===== src/rtl/pc_sel_pkg.sv =====
// Shared constants and helpers for the PC select unit.
// The constants are the select code offsets relative to NUM_SRC, plus the default vectors.
package pc_sel_pkg;

   localparam int unsigned SEL_VEC_A_OFS = 0;
   localparam int unsigned SEL_VEC_B_OFS = 1;
   localparam int unsigned SEL_RET_OFS   = 2;

   localparam int unsigned DEFAULT_VEC_A = 22;
   localparam int unsigned DEFAULT_VEC_B = 12;

   // Codes above the RET code do not name a target.
   function automatic logic bad_sel(input int unsigned sel, input int unsigned num_src);
      return sel > (num_src + SEL_RET_OFS);
   endfunction

endpackage


===== src/rtl/return_addr_stack.sv =====
// Circular return-address stack with push, pop and replace-top.
// When the stack is full, a push overwrites the oldest entry and sets a sticky overflow flag.
module return_addr_stack
   import pc_sel_pkg::*;
#(
   parameter int unsigned WIDTH     = 17,
   parameter int unsigned RAS_DEPTH = 4
) (
   input  logic             clk,
   input  logic             rst,
   input  logic             push,
   input  logic             pop,
   input  logic [WIDTH-1:0] wdata,
   output logic [WIDTH-1:0] top,
   output logic             empty,
   output logic             full,
   output logic             ovf
);

   localparam int unsigned PW = (RAS_DEPTH > 1) ? $clog2(RAS_DEPTH) : 1;
   localparam int unsigned CW = $clog2(RAS_DEPTH + 1);

   logic [WIDTH-1:0] mem [RAS_DEPTH];
   logic [PW-1:0]    tp, tp_inc, tp_dec, tp_nxt, wr_idx;
   logic [CW-1:0]    cnt, cnt_nxt;
   logic             wr, ovf_nxt, pop_ok;

   assign pop_ok = pop & ~empty;
   assign tp_inc = (tp == PW'(RAS_DEPTH - 1)) ? '0 : tp + PW'(1);
   assign tp_dec = (tp == '0) ? PW'(RAS_DEPTH - 1) : tp - PW'(1);
   assign top    = mem[tp];

   // A push together with a pop rewrites the top slot in place.
   always_comb begin
      tp_nxt  = tp;
      cnt_nxt = cnt;
      wr      = 1'b0;
      wr_idx  = tp;
      ovf_nxt = ovf;
      if (push && pop_ok) begin
         wr = 1'b1;
      end else if (push) begin
         wr     = 1'b1;
         wr_idx = tp_inc;
         tp_nxt = tp_inc;
         if (cnt == CW'(RAS_DEPTH)) ovf_nxt = 1'b1;
         else                       cnt_nxt = cnt + CW'(1);
      end else if (pop_ok) begin
         tp_nxt  = tp_dec;
         cnt_nxt = cnt - CW'(1);
      end
   end

   always_ff @(posedge clk or posedge rst) begin
      if (rst) begin
         tp    <= '0;
         cnt   <= '0;
         empty <= 1'b1;
         full  <= 1'b0;
         ovf   <= 1'b0;
      end else begin
         tp    <= tp_nxt;
         cnt   <= cnt_nxt;
         empty <= (cnt_nxt == '0);
         full  <= (cnt_nxt == CW'(RAS_DEPTH));
         ovf   <= ovf_nxt;
      end
   end

   // Storage has no reset, so its contents are undefined until written.
   always_ff @(posedge clk) begin
      if (wr) mem[wr_idx] <= wdata;
   end

endmodule


===== src/rtl/pc_select_unit.sv =====
// Program-counter register with next-PC select mux, RAS call/return and error pulse.
module pc_select_unit
   import pc_sel_pkg::*;
#(
   parameter int unsigned WIDTH     = 17,
   parameter int unsigned NUM_SRC   = 4,
   parameter int unsigned SEL_W     = 4,
   parameter int unsigned VEC_A     = DEFAULT_VEC_A,
   parameter int unsigned VEC_B     = DEFAULT_VEC_B,
   parameter int unsigned RESET_PC  = 0,
   parameter int unsigned RAS_DEPTH = 4
) (
   input  logic                     clk,
   input  logic                     rst,
   input  logic                     stall,
   input  logic [NUM_SRC*WIDTH-1:0] src,
   input  logic [SEL_W-1:0]         sel,
   input  logic                     push,
   output logic [WIDTH-1:0]         pc,
   output logic [WIDTH-1:0]         pc_next,
   output logic                     ras_empty,
   output logic                     ras_full,
   output logic                     err,
   output logic                     ras_ovf
);

   logic [WIDTH-1:0] pc_plus1, ras_top;
   logic             err_c, pop_c;

   assign pc_plus1 = pc + WIDTH'(1);

   // Next-PC select; RET on an empty stack falls back to vector A.
   always_comb begin
      pc_next = pc_plus1;
      err_c   = 1'b0;
      pop_c   = 1'b0;
      for (int i = 0; i < int'(NUM_SRC); i++) begin
         if (sel == SEL_W'(i)) pc_next = src[i*WIDTH +: WIDTH];
      end
      if (sel == SEL_W'(NUM_SRC + SEL_VEC_A_OFS)) begin
         pc_next = WIDTH'(VEC_A);
      end else if (sel == SEL_W'(NUM_SRC + SEL_VEC_B_OFS)) begin
         pc_next = WIDTH'(VEC_B);
      end else if (sel == SEL_W'(NUM_SRC + SEL_RET_OFS)) begin
         if (ras_empty) begin
            pc_next = WIDTH'(VEC_A);
            err_c   = 1'b1;
         end else begin
            pc_next = ras_top;
            pop_c   = 1'b1;
         end
      end
      if (bad_sel(32'(sel), NUM_SRC)) err_c = 1'b1;
   end

   always_ff @(posedge clk or posedge rst) begin
      if (rst) begin
         pc  <= WIDTH'(RESET_PC);
         err <= 1'b0;
      end else begin
         err <= err_c & ~stall;
         if (!stall) pc <= pc_next;
      end
   end

   return_addr_stack #(
      .WIDTH     (WIDTH),
      .RAS_DEPTH (RAS_DEPTH)
   ) u_ras (
      .clk   (clk),
      .rst   (rst),
      .push  (push & ~stall),
      .pop   (pop_c & ~stall),
      .wdata (pc_plus1),
      .top   (ras_top),
      .empty (ras_empty),
      .full  (ras_full),
      .ovf   (ras_ovf)
   );

endmodule


===== config.mk =====
export PLATFORM = sky130hd
export DESIGN_NAME = pc_select_unit
export DESIGN_NICKNAME = d
export VERILOG_FILES = /design/src/rtl/pc_sel_pkg.sv /design/src/rtl/return_addr_stack.sv /design/src/rtl/pc_select_unit.sv
export SDC_FILE = /design/constraint.sdc
export NUM_CORES = 1
export LEC_CHECK = 0
export BUFFER_PORTS_ARGS = -buffer_cell sky130_fd_sc_hd__buf_2
export CORE_ASPECT_RATIO = 2
export CORE_UTILIZATION = 50
export CTS_CLUSTER_DIAMETER = 120
export CTS_CLUSTER_SIZE = 20
export DETAILED_ROUTE_END_ITERATION = 12
export PLACE_DENSITY_LB_ADDON = 0.1
export SLEW_MARGIN = 30
export SYNTH_ARGS = -nofsm -noshare
export SYNTH_HDL_FRONTEND = slang
export SYNTH_HIERARCHICAL = 1
export SYNTH_SLANG_ARGS = --single-unit

===== constraint.sdc =====
create_clock -name clk -period 2.9 [get_ports clk]
set_input_delay 0.29 -clock clk [delete_from_list [all_inputs] [get_ports clk]]
set_output_delay 0.29 -clock clk [all_outputs]
set_load 0.02 [all_outputs]

Yosys cells after proc, flatten, opt, wreduce, memory -nomap -nowiden
Memory sizes are Yosys's and may differ from the RTL's.
Index checks and enable logic that the tools add are counted.
{ "op_classes": {"n_eq_ne": 9, "reduce_logical": 7, "order_cmp": 1, "mux": 31, "n_addsub": 5, "n_bitwise": 7} }
{ "op_table": {"columns": ["cell", "count"], "rows": [
  ["two-way mux 17 bit", 8],
  ["adder 17 x 1 -> 17 bit (second input constant)", 1],
  ["two-way mux 1 bit", 13],
  ["== test 4 x 3 -> 1 bit (second input constant)", 3],
  ["two-way mux 2 bit", 6],
  ["two-way mux 3 bit", 4],
  ["== test 4 x 2 -> 1 bit (second input constant)", 2],
  ["== test 3 bit (second input constant)", 2],
  ["bitwise AND 1 bit", 4],
  ["== test 4 x 1 -> 1 bit (second input constant)", 1],
  ["greater-than comparator 4 x 3 -> 1 bit (second input constant)", 1],
  ["logical NOT 4 bit", 1],
  ["adder 3 x 1 -> 3 bit (second input constant)", 1],
  ["logical NOT 3 bit", 1],
  ["inverter 1 bit", 3],
  ["AND reduction 3 bit", 1],
  ["subtractor 3 x 1 -> 3 bit (second input constant)", 1],
  ["adder 2 x 1 -> 2 bit (second input constant)", 1],
  ["== test 2 bit (second input constant)", 1],
  ["logical NOT 2 bit", 1],
  ["AND reduction 2 bit", 1],
  ["nonzero test 2 bit", 1],
  ["subtractor 2 x 1 -> 2 bit (second input constant)", 1],
  ["logical AND 1 bit", 1]
]} }
{ "totals": {"mem_bits_rw": 68, "ff_bits": 26, "n_memories": 1, "output_inout_bits": 38} }
{ "memory_table": {"columns": ["memory", "depth", "word_bits", "rd", "rd_ports_with_merged_regs", "write_ports", "line_no", "rtl"], "rows": [
  ["u_ras.mem", 4, 17, 1, 0, 1, "return_addr_stack.sv:23", "logic [WIDTH-1:0] mem [RAS_DEPTH];"]
]} }

Logic depth before layout (Yosys ltp)
Gate-level depths: netlist of run 1.
{ "depth": {"depth_word": 10, "ltp_mapped": 10, "depth_no_buf": 7} }

Modules after synthesis
Netlist of run 1, hierarchy kept.
{ "modules_own_cells": {"columns": ["mod", "seq_area_each_um2", "area_each_um2", "cells_each", "n_inst"], "rows": [
  ["return_addr_stack", 2243.4, 3100.5, 150, 1],
  ["pc_select_unit", 450.4, 2482.4, 312, 1]
]} }

Worst setup path after synthesis of run 1
No wires, ideal clock.
{ "synth_timing": {"path_type": "input to register", "from": "input stall", "to": "memory u_ras.mem[3][0] (enable)", "t_required_ns": 2.509, "setup_time_ns": 0.391, "path_stages": 10, "arrival_time_ns": 2.620, "setup_slack_ns": -0.111, "path_cell_list": "clkbuf_1 -> clkbuf_1 -> nor2b_1 -> buf_6 -> inv_2 -> ha_1 -> nor2b_1 -> mux2i_1 -> o22a_1 -> nor2_1"} }
{ "synth_between": {"elab_chain_cells": 7} }
{ "synth_lines": {"columns": ["element", "line_no", "rtl"], "rows": [
  ["start, declared", "pc_select_unit.sv:15", "input logic stall,"],
  ["inverter 1 bit *", "pc_select_unit.sv:72, pc_select_unit.sv:73", null],
  ["bitwise AND 1 bit", "pc_select_unit.sv:73", ".pop (pop_c & ~stall),"],
  ["bitwise AND 1 bit", "return_addr_stack.sv:28", "assign pop_ok = pop & ~empty;"],
  ["logical AND 1 bit", "return_addr_stack.sv:40", "if (push && pop_ok) begin"],
  ["two-way mux 1 bit", "return_addr_stack.sv:40", null],
  ["two-way mux 1 bit", "return_addr_stack.sv:72", "if (wr) mem[wr_idx] <= wdata;"],
  ["two-way mux 1 bit (not written as such)", "return_addr_stack.sv:72", null],
  ["end, declared", "return_addr_stack.sv:23", null]
]} }
Mark *: on every way between the ends. The rest lies on a longest branch, timed or not.

Worst setup path after layout of run 1
{ "layout_timing": {"from": "register pc[0]", "to": "output pc_next[10]"} }
{ "layout_between": {"elab_chain_cells": 8} }
{ "layout_lines": {"columns": ["element", "line_no", "rtl"], "rows": [
  ["start, declared", "pc_select_unit.sv:19", "output logic [WIDTH-1:0] pc,"],
  ["start signal, assigned", "pc_select_unit.sv:58", "pc <= WIDTH'(RESET_PC);"],
  ["start signal, assigned", "pc_select_unit.sv:62", "if (!stall) pc <= pc_next;"],
  ["adder 17 x 1 -> 17 bit", "pc_select_unit.sv:30", "assign pc_plus1 = pc + WIDTH'(1);"],
  ["named net pc_plus1[10]", "pc_select_unit.sv:27", "logic [WIDTH-1:0] pc_plus1, ras_top;"],
  ["two-way mux 17 bit (4 in a row)", "pc_select_unit.sv:38", "if (sel == SEL_W'(i)) pc_next = src[i*WIDTH +: WIDTH];"],
  ["two-way mux 17 bit", "pc_select_unit.sv:44", "end else if (sel == SEL_W'(NUM_SRC + SEL_RET_OFS)) begin"],
  ["two-way mux 17 bit", "pc_select_unit.sv:42", "end else if (sel == SEL_W'(NUM_SRC + SEL_VEC_B_OFS)) begin"],
  ["two-way mux 17 bit", "pc_select_unit.sv:40", "if (sel == SEL_W'(NUM_SRC + SEL_VEC_A_OFS)) begin"],
  ["end, declared", "pc_select_unit.sv:20", "output logic [WIDTH-1:0] pc_next,"]
]} }
The timed path passes the listed nets, and every way through them passes these cells.

==> reports/metrics.yaml, run 1 <==
grt_pass1_wl_um: 24080
place_hpwl_um: 12400
setup_slack_ns: 0.1481
rsz0062_at_grt: "false"
cts_max_level: 3
finalPower_mw: 5.012
multiInputGateArea_um2: 2683
fin_area_um2: 6669
synth-seq-cells: 94
synthesis.area_um2: 5583
ys_types: 85
die_h_um: 151.4
drive_above_1_share: 0.3756
clock_latency_ns: 0.34
switching_share: 0.3731
io_pins: 114
num_vias: 4375
ir_drop_v: 0.0006583
port_buffers: 113
final_cell_mix: "buf_2, edfxtp_1, nand2_1, nor2_1, buf_4"
synth_top_cell_by_area: "edfxtp_1"
start_kind: "register"
pwr-share-seq: 0.414
intPower_mw: 3.142
slew_headroom: 0.4093
remaining_drc_errors: 0
finalSetupViolCount: 0
drt-initial-drc-count: 264
max_stage_delay_ns: 0.45
max_freq_ghz: 0.3634
grt-ovfl-total: 0
crit_family: "simple AND/OR/NAND/NOR gates"
min_period_ns: 2.752
crit_path_end_kind: "output pin"
avgViaCountPerCell: 5.985
syn_area_per_cell_um2: 12.08
synth_edf_count: 68
core_um2: 10880
ys_seq_area_frac: 0.4825
cp_num_buf_inv: 1
slew_viol_final: 0
die_w_um: 76.72
clk_pin_slew_worst_paths_ns: 0.08
num_rows: 54
finalHoldViolations: 0
dp_cells: 714
cts_setup_buffers: 0
gp_congestion: 0.8753
min_period_over_period: 0.9489
postPlaceCellArea_um2: 6340
worstSetupPathType: "reg -> out"
netlist_instances: 462
cts_sinks: 94
grt_usage: 0.2814
wl_per_cell_um: 21.56
finClkSkew_ns: 0.01081
place_ws_ns: 0.3925
switching_power_mw: 1.870
worstHoldPathType: "in -> reg"
status: "completed"
ant_nets: 0
pwr-share-comb: 0.362
synthFlopType: "edfxtp_1"
path_cells: "ha_1 -> and4_1 -> nand3_1 -> xnor2_2 -> nor2_1 -> o21ai_0 -> buf_2"
layout_commonest_cell: "buf_2"
synth.area.top_cells: "edfxtp_1, dfrtp_1, mux4_2"
cts_made_buffers: 9
cp.required_ns: 2.61
initial_core_util: 0.5132
synthArstFlopShare: 0.2766
synth_top_area_share: 0.3658
grt_max_degree: 30
grt_pass1_vias: 4436
p_per_area_nw_per_um2: 751.5
wirelength_um: 15760
post-route-util: 0.6131
leakagePower_nw: 2.717
n_fill_cell: 911
worstPathArrival_ns: 2.46
nets: 669
syn_to_final_growth_pct: 19.45
drt-pass1-iter-count: 6
antenna_found_initial: 0
antenna_cells: 0
cts_tree: "yes"
cts_buffer_depth: 2
regArea_um2: 2695
final-instance-count-excl-fill: 731
power.share.clock: 0.225
slowest_stage: "dfrtp_1"
syn-num-nets: 545
cp_max_fo: 6
ys.warnings.count: 6
worst_pin_slew_ns: 0.8851
drv_cap: 0
cts_root_buf: "clkbuf_16"
dieArea_um2: 11620
==> metrics by stage <==
stage	hold slack, ns	TNS, ns
2_1_floorplan	0.1049	-3.050
3_3_place_gp	0.2855	0
4_1_cts	0.3421	0
3_5_place_dp	0.2801	0
6_report	0.3429	0
5_1_grt	0.3748	0
==> layer usage <==
layer  track usage  part of all wire
met5             0                 0
met4        0.1760             0.046
met3       0.03193             0.044
met2        0.4978              0.52
met1        0.3219              0.39
==> final timing paths <==
| check | startpoint | endpoint | slack [ns] | depth (start not counted) |
|---|---|---|---|---|
| max | pc[0] | pc_next[10] | 0.15 | 7 |
| min | sel[2] | err | 0.34 | 3 |
| max reg2reg | u_ras/empty | u_ras/mem[3][1] | 0.51 | 7 |
| min reg2reg | u_ras/ovf | u_ras/ovf | 0.48 | 1 |
| max in group asynchronous | rst | pc[9] | 1.66 | 3 |
| min in group asynchronous | rst | u_ras/cnt[2] | 0.47 | 3 |
==> flip-flops by register name, indices dropped and copies added, names as in the netlist <==
name         flops
pc              17
u_ras/empty      1
u_ras/ovf        1
err              1
u_ras/mem       68
u_ras/full       1
u_ras/cnt        3
u_ras/tp         2
==> worst reg2reg max path: stages, from the launching register on <==
cell and delay, ns:
dfstp_2 0.45, or3_1 0.47, nor2_1 0.26, nand2b_4 0.18, mux2i_1 0.16, o22a_1 0.21
nor2_2 0.07, buf_4 0.26
==> kinds of logic after synthesis <==
logic type / after synthesis / share of synthesized area
AOI/OAI and AO/OA: 118 / 0.1499
xor gates and xnor gates: 15 / 0.02488
adders and majority gates: 7 / 0.01569
buffers and inverters: 44 / 0.04393
muxes: 49 / 0.1421
DFF: 94 / 0.4825
and+or+nand+nor: 135 / 0.1410
==> synthesized netlist by cell type (4+ instances only) <==
cell type  number
edfxtp_1       68
nand2_1        36
nor2_1         34
dfrtp_1        25
a21oi_1        23
mux4_2         22
o21ai_0        19
mux2i_1        14
inv_1          13
nor3_1         12
mux2_2         11
buf_2          10
xor2_1          9
buf_6           7
ha_1            7
o21a_1          7
o31ai_1         7
a21o_1          5
a31oi_1         5
clkbuf_1        5
nor2b_1         5
xnor2_1         5
and3_1          4
buf_4           4
nand2b_1        4
nand3_1         4
o211ai_1        4
==> power groups by stage <==
stage | logic, mW | registers, mW | clock network, mW
2_1_floorplan | 1.21 | 2.08 | 0
3_3_place_gp | 1.76 | 2.08 | 0
3_5_place_dp | 1.80 | 2.09 | 0
4_1_cts | 1.80 | 2.06 | 1.14
5_1_grt | 1.95 | 2.11 | 1.19
6_report | 1.81 | 2.07 | 1.13
==> area by class of cell <==
cell class	instances	share of cell area
sequential	94	0.4041
timing repair buffer	140	0.1156
tap	140	0.02627
clock buffer	10	0.03433
multi-input combinational	324	0.4023
inverter	17	0.009568
clock inverter	6	0.007880
==> repair_timing <==
item | CTS | global route
setup endpoints to repair | 0 | 7
hold endpoints to repair | 7 | 0
hold buffers | 1 | 0
gates resized for setup | 0 | 6
No activity file was read; power rests on OpenSTA's default activity.
==> run 2, diff against run 1 <==
--- a/config.mk
+++ b/config.mk
@@ -7,7 +7,7 @@
 export LEC_CHECK = 0
 export BUFFER_PORTS_ARGS = -buffer_cell sky130_fd_sc_hd__buf_2
 export CORE_ASPECT_RATIO = 2
-export CORE_UTILIZATION = 50
+export CORE_UTILIZATION = 55
 export CTS_CLUSTER_DIAMETER = 120
 export CTS_CLUSTER_SIZE = 20
 export DETAILED_ROUTE_END_ITERATION = 12
==> reports/metrics.yaml, run 2 (synthesized netlist as in run 1, its figures left out) <==
status: "completed"
wl_per_cell_um: 21.60
finalSetupViolCount: 0
cp-startpoint: "pc[5]"
cts_buffer_depth: 2
wirelength_um: 15680
drive_above_1_share: 0.3737
min_period_over_period: 0.9510
cts_root_buf: "clkbuf_16"
clk_pin_slew_worst_paths_ns: 0.07
finClkSkew_ns: 0.007781
num_vias: 4467
layout_commonest_cell: "buf_2"
grt_usage: 0.3077
p_per_area_nw_per_um2: 769.3
multiInputGateArea_um2: 2654
cts_tree: "yes"
die_h_um: 144.5
hp-start: "src[6]"
ant_nets: 0
grt_max_degree: 37
remaining_drc_errors: 0
setup_slack_ns: 0.1422
reg_top3: "u_ras/mem (68), pc (17), u_ras/cnt (3)"
cp_max_fo: 11
initial_core_util: 0.5681
worstSetupPathType: "reg -> out"
worstHoldPathType: "in -> reg"
ir_drop_v: 0.0006688
antenna_cells: 0
grt_pass1_vias: 4306
avgViaCountPerCell: 6.153
regMostFlops: "u_ras/mem"
min_period_ns: 2.758
worstPathArrival_ns: 2.47
hold_ws_ns: 0.3458
regArea_um2: 2694
finalPower_mw: 5.150
cts_sinks: 94
final_cell_mix: "buf_2, edfxtp_1, nand2_1, nor2_1, buf_4"
worst_pin_slew_ns: 0.8135
cts_max_level: 3
antenna_found_initial: 0
max_freq_ghz: 0.3626
slew_viol_final: 0
grt_pass1_wl_um: 23080
cts_made_buffers: 9
drv_cap: 0
die_w_um: 73.24
core_um2: 9827
leakagePower_nw: 2.734
slew_headroom: 0.4570
dieArea_um2: 10580
n_fill_cell: 804
r2r-start: "u_ras/empty"
setup_tns_ns: 0
grt-ovfl-total: 0
start_kind: "register"
place_ws_ns: 0.3420
syn_to_final_growth_pct: 19.90
place_hpwl_um: 12200
gp_congestion: 0.9969
drt-pass1-iter-count: 5
rsz0062_at_grt: "false"
cts_setup_buffers: 0
nets: 672
cp.required_ns: 2.61
port_buffers: 113
crit_path_end_kind: "output pin"
drt-initial-drc-count: 271
finalHoldViolations: 0
num_rows: 51
clock_latency_ns: 0.34
io_pins: 114
largest_reg_flops: 68
==> run 2: through the flow <==
step                      instances  utilization  area, um2
after floorplan                 462            -       5585
after global placement          709       0.6477       6365
after detailed placement        709       0.6477       6365
after CTS                       726       0.6812       6694
after global routing            726       0.6812       6694
final                           726       0.6812       6694
==> run 2: final cells by class <==
| class | instances | area share |
|---|---|---|
| Clock buffer | 10 | 0.03421 |
| Sequential cell | 94 | 0.4024 |
| Clock inverter | 6 | 0.01234 |
| Timing Repair Buffer | 143 | 0.1204 |
| Multi-Input combinational cell | 324 | 0.3964 |
| Tap cell | 132 | 0.02467 |
| Inverter | 17 | 0.009533 |
==> run 2: layer usage <==
metal  GRT usage  up-vias  wire length (um)
met1      0.3354     2168              5648
met4      0.1878        0               765
met2      0.5492      210              8314
li1            -     2045                 -
met5           0        -                 0
met3     0.04321       44               954
==> run 2: power by group <==
group	internal (mW)	switching [mW]
sequential	1.79	0.266
clock	0.685	0.517
combinational	0.794	1.10
==> run 2: timing repair <==
item                                   4_1_cts  5_1_grt
resized for setup                            1        0
hold buffers                                 1        0
endpoints found under the hold margin        7        0
setup endpoints to repair                    1        0
==> run 2: path summary, 6_finish.rpt <==
path / end / cells after the start / slack (ns)
min: pc[6] / 4 / 0.35
max: pc_next[13] / 6 / 0.14
max in group asynchronous: pc[6] / 3 / 1.71
max reg2reg: u_ras/mem[3][11] / 7 / 0.59
min reg2reg: u_ras/ovf / 1 / 0.48
min in group asynchronous: u_ras/cnt[2] / 3 / 0.47
==> run 2: worst max-delay path, stage by stage (launching register included) <==
cell      delay (ns)
dfrtp_1         0.48
nand3_2         0.31
nor4b_4         0.47
xor2_2          0.32
a222oi_1        0.12
nor3_1          0.22
buf_2           0.20
